===== config.mk =====
export PLATFORM = sky130hd
export DESIGN_NAME = pipeline_regfile
export DESIGN_NICKNAME = d
export VERILOG_FILES = /design/src/rtl/pipeline_regfile.sv
export SDC_FILE = /design/constraint.sdc
export NUM_CORES = 2
export LEC_CHECK = 0
export BUFFER_PORTS_ARGS = -buffer_cell sky130_fd_sc_hd__buf_2
export CAP_MARGIN = 20
export CORE_AREA = 2 2 336 338
export DETAILED_ROUTE_END_ITERATION = 8
export DIE_AREA = 0 0 338 340
export HOLD_SLACK_MARGIN = 0.12
export PLACE_DENSITY = 0.67
export SYNTH_ARGS = -nofsm -noshare
export SYNTH_HDL_FRONTEND = slang
export SYNTH_SLANG_ARGS = --single-unit

===== constraint.sdc =====
create_clock -name clk_i -period 11.8 [get_ports clk_i]
set_input_delay 1.18 -clock clk_i [delete_from_list [all_inputs] [get_ports clk_i]]
set_output_delay 1.18 -clock clk_i [all_outputs]
set_load 0.05 [all_outputs]

===== src/rtl/pipeline_regfile.sv =====
// rtl/pipeline_regfile.sv - architectural register file with per-register RAW hazard scoreboard
//
// Purpose: x1..x31 storage written by writeback, two combinational read ports
// for decode, and a saturating pending-write counter per register. Decode is
// stalled while a source register has outstanding writes, and an issue is
// refused when its destination counter is already at its maximum.
//
// Optional feature macro: PIPELINE_REGFILE_BYPASS_EN
//   defined   - same-cycle writeback data is forwarded to the read ports and
//               counts as retiring one pending write for hazard purposes.
//   undefined - reads see the array only; the written value appears next cycle.
//
// Ports:
//   clk_i        - clock, rising edge
//   reset_i      - synchronous reset, active low
//   rs1_i/rs2_i  - read indices from decode
//   rs1_data_o/rs2_data_o - combinational read data
//   issue_i, issue_rd_i   - decode issuing an instruction that writes issue_rd_i
//   wb_we_i, wb_rd_i, wb_data_i - writeback write port
//   stall_o      - RAW hazard on rs1 or rs2
//   issue_ack_o  - issue accepted this cycle
//   err_o        - sticky counter overflow/underflow flag

module pipeline_regfile #(
    parameter int NUM_REGS = 32,
    parameter int CNT_W    = 2
) (
    input  logic                        clk_i,
    input  logic                        reset_i,
    input  logic [$clog2(NUM_REGS)-1:0] rs1_i,
    input  logic [$clog2(NUM_REGS)-1:0] rs2_i,
    output logic [31:0]                 rs1_data_o,
    output logic [31:0]                 rs2_data_o,
    input  logic                        issue_i,
    input  logic [$clog2(NUM_REGS)-1:0] issue_rd_i,
    input  logic                        wb_we_i,
    input  logic [$clog2(NUM_REGS)-1:0] wb_rd_i,
    input  logic [31:0]                 wb_data_i,
    output logic                        stall_o,
    output logic                        issue_ack_o,
    output logic                        err_o
);

    localparam int IDX_W = $clog2(NUM_REGS);
    localparam logic [CNT_W-1:0] CNT_MAX = {CNT_W{1'b1}};

    logic [31:0]      regs [1:NUM_REGS-1];
    logic [CNT_W-1:0] cnt  [1:NUM_REGS-1];

    // Writes to x0 are dropped entirely, including their effect on counters.
    logic wb_write;
    assign wb_write = wb_we_i && (wb_rd_i != '0);

    // x0 has no storage; every lookup is guarded so index 0 never reaches the arrays.
    logic [31:0]      rs1_arr, rs2_arr;
    logic [CNT_W-1:0] rs1_cnt, rs2_cnt, issue_cnt;

    always_comb begin
        rs1_arr   = '0;
        rs2_arr   = '0;
        rs1_cnt   = '0;
        rs2_cnt   = '0;
        issue_cnt = '0;
        if (rs1_i != '0) begin
            rs1_arr = regs[rs1_i];
            rs1_cnt = cnt[rs1_i];
        end
        if (rs2_i != '0) begin
            rs2_arr = regs[rs2_i];
            rs2_cnt = cnt[rs2_i];
        end
        if (issue_rd_i != '0) begin
            issue_cnt = cnt[issue_rd_i];
        end
    end

    logic rs1_busy, rs2_busy;

`ifdef PIPELINE_REGFILE_BYPASS_EN
    logic wb_hit_rs1, wb_hit_rs2;
    assign wb_hit_rs1 = wb_write && (wb_rd_i == rs1_i);
    assign wb_hit_rs2 = wb_write && (wb_rd_i == rs2_i);

    assign rs1_data_o = wb_hit_rs1 ? wb_data_i : rs1_arr;
    assign rs2_data_o = wb_hit_rs2 ? wb_data_i : rs2_arr;

    // A writeback this cycle retires one pending write, so the register is
    // still busy only if more than one write was outstanding.
    assign rs1_busy = wb_hit_rs1 ? (rs1_cnt > 1) : (rs1_cnt != '0);
    assign rs2_busy = wb_hit_rs2 ? (rs2_cnt > 1) : (rs2_cnt != '0);
`else
    assign rs1_data_o = rs1_arr;
    assign rs2_data_o = rs2_arr;

    assign rs1_busy = (rs1_cnt != '0);
    assign rs2_busy = (rs2_cnt != '0);
`endif

    // rs*_cnt are forced to zero for x0, so x0 is never busy.
    assign stall_o = rs1_busy || rs2_busy;

    // A same-cycle writeback to the destination frees a slot, so the issue fits.
    logic full;
    assign full = (issue_rd_i != '0) && (issue_cnt == CNT_MAX) &&
                  !(wb_write && (wb_rd_i == issue_rd_i));

    // Reset dominates, so nothing is acknowledged while it is held.
    logic issue_accept;
    assign issue_accept = issue_i && !stall_o && !full && reset_i;
    assign issue_ack_o  = issue_accept;

    logic [NUM_REGS-1:1] inc_vec, dec_vec;

    always_comb begin
        inc_vec = '0;
        dec_vec = '0;
        for (int r = 1; r < NUM_REGS; r++) begin
            inc_vec[r] = issue_accept && (issue_rd_i == IDX_W'(r));
            dec_vec[r] = wb_write && (wb_rd_i == IDX_W'(r));
        end
    end

    always_ff @(posedge clk_i) begin
        if (!reset_i) begin
            for (int r = 1; r < NUM_REGS; r++) begin
                regs[r] <= '0;
                cnt[r]  <= '0;
            end
            err_o <= 1'b0;
        end else begin
            if (wb_write) begin
                regs[wb_rd_i] <= wb_data_i;
            end
            // Issue and writeback to the same register cancel out; otherwise
            // the counter saturates and the event is flagged as an error.
            for (int r = 1; r < NUM_REGS; r++) begin
                if (inc_vec[r] && !dec_vec[r]) begin
                    if (cnt[r] == CNT_MAX) begin
                        err_o <= 1'b1;
                    end else begin
                        cnt[r] <= cnt[r] + 1'b1;
                    end
                end else if (dec_vec[r] && !inc_vec[r]) begin
                    if (cnt[r] == '0) begin
                        err_o <= 1'b1;
                    end else begin
                        cnt[r] <= cnt[r] - 1'b1;
                    end
                end
            end
        end
    end

endmodule


* Word level (Yosys, flattened, before mapping)
Memory sizes are Yosys's and may differ from the RTL's.
Cells that the tools add are included.
Widths: inputs -> output; s select.
** Storage, ports and cells
- Register bits :: 1
- RAM bits :: 1054
- Word-level logic and storage cells :: 955
- Memories kept :: 2
- Output and inout port bits :: 67
- Bits of input ports :: 56
** Memories
- regs :: words 31, width 32, rd ports 2, clocked after memory_dff 0, write ports 31, line 47 : logic [31:0] regs [1:NUM_REGS-1];
- cnt :: words 31, width 2, rd ports 34, clocked after memory_dff 0, write ports 31, line 48 : logic [CNT_W-1:0] cnt [1:NUM_REGS-1];
** Cells by class
- Multiplexer cells :: 498
- Add/subtract/negate cells :: 62
- Bitwise operators :: 62
- Reduce and logical (&&, ||, !) cells :: 235
- Equality and inequality tests :: 95
** Operators by type and width (count)
- $mux 1 :: 429
- $eq 5x5->1 const B :: 32
- $logic_and 1x1->1 :: 131
- $mux 2 :: 65
- $mux 32 :: 3
- $eq 5x4->1 const B :: 16
- $logic_not 1->1 :: 65
- $eq 2x2->1 const B :: 32
- $add 2x1->2 const B :: 31
- $logic_not 2->1 :: 31
- $or 1x1->1 :: 62
- $sub 2x1->2 const B :: 31
- $eq 5x3->1 const B :: 8
- $reduce_or 32->1 :: 1
- $eq 5x2->1 const B :: 4
- $reduce_bool 5->1 :: 4
- $eq 5x1->1 const B :: 2
- $eq 5x5->1 :: 1
- $mux 5 :: 1
- $reduce_bool 2->1 :: 2
- $logic_or 1x1->1 :: 1

* Logic depth before layout (Yosys ltp)
- Depth in word-level cells :: 124
- Gate-level depth with buffers :: 15
- Gate-level depth less buffers :: 10

* Least setup slack after synthesis
OpenSTA, ideal clock, no wires.
- Path type :: in2out
- Start :: in rs1_i[1]
- End :: out issue_ack_o
- Arrival time :: 3.820 ns
- Required time :: 10.620 ns
- Buffers on the path :: 2
- Stages on the path :: 8
- Path slack :: 6.800 ns
- Cells stage by stage :: buf_2 -> buf_4 -> or2_1 -> nor4_1 -> a211oi_1 -> a21oi_2 -> nand2_1 -> nor2_1
** On the way
- Cells in the longest elaborated chain, start to end :: 8
- Elaborated cells on any way between the ends :: 9
- Those cells by class :: 1 x mux; 7 x reduce/logical; 1 x memory
** Ends and longest elaborated chain
- start: declaration :: line 30 : input logic [$clog2(NUM_REGS)-1:0] rs1_i,
- $mem_v2 31x2 / $reduce_bool 5->1 (equally long branches)
- $mux 2 (*) :: line 64 : if (rs1_i != '0) begin
- $reduce_bool 2->1 (*) :: line 95 : assign rs1_busy = (rs1_cnt != '0);
- $logic_or 1x1->1 (*) :: line 100 : assign stall_o = rs1_busy || rs2_busy;
- named net stall_o :: line 39 : output logic stall_o,
- $logic_not 1->1 (*) :: line 109 : assign issue_accept = issue_i && !stall_o && !full && reset_i;
- $logic_and 1x1->1 (*) (3 in a row) :: line 109
- end: declaration :: line 40 : output logic issue_ack_o,
Mark *: on every way through the listed nets, which the timed path passes. The rest lies on a longest branch.

* Worst setup path in the final report
- Start :: in rs2_i[0]
- End :: out rs2_data_o[7]
** On the way
- Cells in the longest elaborated chain, start to end :: 2
- Elaborated cells on any way between the ends :: 3
- Those cells by class :: 1 x mux; 1 x reduce/logical; 1 x memory
** Ends and longest elaborated chain
- start: declaration :: line 31 : input logic [$clog2(NUM_REGS)-1:0] rs2_i,
- $mem_v2 31x32 / $reduce_bool 5->1 (equally long branches)
- $mux 32 (*) :: line 68 : if (rs2_i != '0) begin
- end: declaration :: line 33 : output logic [31:0] rs2_data_o,
Every way passes the cells marked *; elsewhere a longest branch is shown, timed or not.

==> results_dict.tcl <==
set metrics [dict create \
    crit_type "input pin to output pin" \
    synth_area_sq_um 61000 \
    cp_slowest_cell "buf_4" \
    drt_wl_total_um 213000 \
    crit_path_start_kind "input pin" \
    cts_resized 0 \
    io_buffer_count 122 \
    cts.reportedPaths.clkPinSlew_ns 0.07 \
    power_density_nw_per_um2 143 \
    grtUsageTotal_pct 37.4 \
    clock_sinks 1087 \
    drt_iter0_drc 6819 \
    power_uw 9550 \
    clock_latency_ns 0.75 \
    yosys-top-cells-count "edfxtp_1, and3_1, mux4_2, clkbuf_1, nor2_1" \
    tightest_slew_ns 1.20 \
    syn-mean-instance-area_sq_um 14.8 \
    finClkSkew_ns 0.0271 \
    fmax_mhz 145 \
    globalplace.congestion 0.933 \
    path_cells "buf_8 -> buf_4 -> buf_4 -> mux4_2 -> mux4_2 -> mux2i_1 -> nor2_1 -> buf_2" \
    period_share_pct 58.4 \
    synthTopCellsByArea "edfxtp_1, mux4_2, and3_1" \
    antenna_found_initial 47 \
    crit_required_ns 10.62 \
    drive_gt1_share_pct 27.3 \
    grt_pass1_wl_um 299000 \
    synthDominantCellAreaShare_pct 53.5 \
    core-area_sq_um 112000 \
    ys_seq_area_share_pct 53.5 \
    ant_nets 0 \
    io_pins 123 \
    yosysTopAreaCell "edfxtp_1" \
    postCtsHoldBufs 0 \
    max_stage_delay_ns 0.82 \
    vdd_drop_max_uv 155 \
    crit_path_max_fanout 70 \
    synthCells 4117 \
    cts_buffers 114 \
    finalHoldViolCount 0 \
    cts_tree "yes" \
    rsz0062_at_grt "false" \
    vias_per_cell 7.38 \
    final_critical_path_setup_slack_ns 4.91 \
    fin_nets 4118 \
    post_cts_buffers 0 \
    grt_max_degree 317 \
    worstHoldPathType "register to register" \
    hpwlAfterDp_um 115000 \
    wire_per_inst_um 37.9 \
    grt-ovfl-total 0 \
    leakage_uw 0.0252 \
    first_global_vias 40300 \
    die_w_um 338 \
    status "finished, final reports clean" \
    nFillCells 8243 \
    start_util_pct 54.7 \
    fin_tns_setup_ns 0 \
    die-area_sq_um 115000 \
    whs_ns 0.634 \
    cts_root_buf "clkbuf_16" \
    chipHeight_um 340 \
    synth.most_common_cell "edfxtp_1" \
    fp-row-count 123 \
    worstPathArrival_ns 5.71 \
    crit_family "buffers and inverters" \
    first_pass_iters 6 \
    path_buf_inv 4 \
    area_growth_pct 9.37 \
    cp-end-kind "output pin" \
    ys_dominant_reg_cell "edfxtp_1" \
    synth_edf_count 1086 \
    period_needed_ns 6.89 \
    utilization_pct 59.8 \
    place_ws_ns 4.95 \
    slew_violations 0 \
    ys_warn_count 0 \
    drc 0 \
    clock_path_buffers 3 \
    slew_headroom_pct 19.9 \
    setup_violations 0 \
    cts_max_level 3 \
    synthArstFlopShare_pct 0 \
    synth-seq-cells 1087 \
    synth_cell_types 72 \
    maxCapViolCount 0 \
    num_vias 41500 \
]
power by group:
group	total [uW]	switching (uW)	leakage [uW]	internal, uW
clock	3550	1580	0.00175	1970
combinational	1420	890	0.0131	529
sequential	4580	117	0.0104	4470
total	9550	2580	0.0252	6960
stage by stage:
stage | cells | cell area, sq um
2_1_floorplan | 4148 | 61100
3_3_place_gp | 5383 | 63000
3_5_place_dp | 5384 | 63100
4_1_cts | 5592 | 66600
5_1_grt | 5603 | 66700
6_report | 5619 | 66700
cells in the final DEF, fill, tap and decap left out, types with 22 or more instances in the layout:
cell type	n
a21oi_1	45
mux4_2	654
nand3_1	41
clkinv_1	27
nor2_4	30
clkbuf_16	114
clkinv_2	22
buf_4	99
inv_1	74
ha_1	62
diode_2	27
conb_1	32
buf_2	114
nor2_1	172
nor3_1	35
edfxtp_1	1086
mux2i_1	87
nand2_1	87
and2_1	196
and3_1	801
clkbuf_1	26
metal layers:
| metal | up-vias | track usage, % | part of all wire [%] |
|---|---|---|---|
| met5 | - | 0 | 0.079 |
| met4 | 26 | 18.9 | 5.8 |
| met3 | 706 | 10.5 | 14 |
| met2 | 3445 | 55.5 | 45 |
| met1 | 21000 | 51.1 | 35 |
| li1 | 16300 | - | - |
logic make-up after synthesis:
| family | after synthesis | synth area share, % |
|---|---|---|
| AO/OA/AOI/OAI | 178 | 1.98 |
| other | 1 | 0.00615 |
| buffers and inverters | 563 | 3.57 |
| XOR/XNOR | 9 | 0.129 |
| adder cells (fa/ha/maj) | 62 | 1.27 |
| multiplexers | 748 | 25.7 |
| flip-flops | 1087 | 53.5 |
| AND/OR/NAND/NOR | 1469 | 13.8 |
worst register-to-register path, delay by kind of cell (launching register included):
family | cells | cell delay, ns
multiplexers | 2 | 0.84
flip-flops | 1 | 0.51
AO/OA/AOI/OAI | 5 | 1.43
AND/OR/NAND/NOR | 3 | 1.42
worst paths after layout:
path,depth (start not counted),startpoint,to,slack (ns)
max,8,rs2_i[0],rs2_data_o[7],4.91
min,1,cnt[15][0],cnt[15][0],0.63
max reg2reg,10,cnt[28][0],err_o,7.46
min reg2reg,1,cnt[15][0],cnt[15][0],0.63
final cells by class:
class	instances	area, sq um	area share, %
diodes	27	67.6	0.101
clock buffers	140	2950	4.42
clock inverters	68	631	0.945
inverters	77	299	0.448
multi-input cells	2498	26800	40.1
flip-flops and latches	1087	32600	48.9
well taps	1500	1880	2.81
repair buffers	222	1470	2.20
flip-flops by register name (all words and copies together), names as in the netlist:
register and count:
err_o 1, cnt 62, regs 1024
Note: power is estimated with default switching activity, not from simulation.
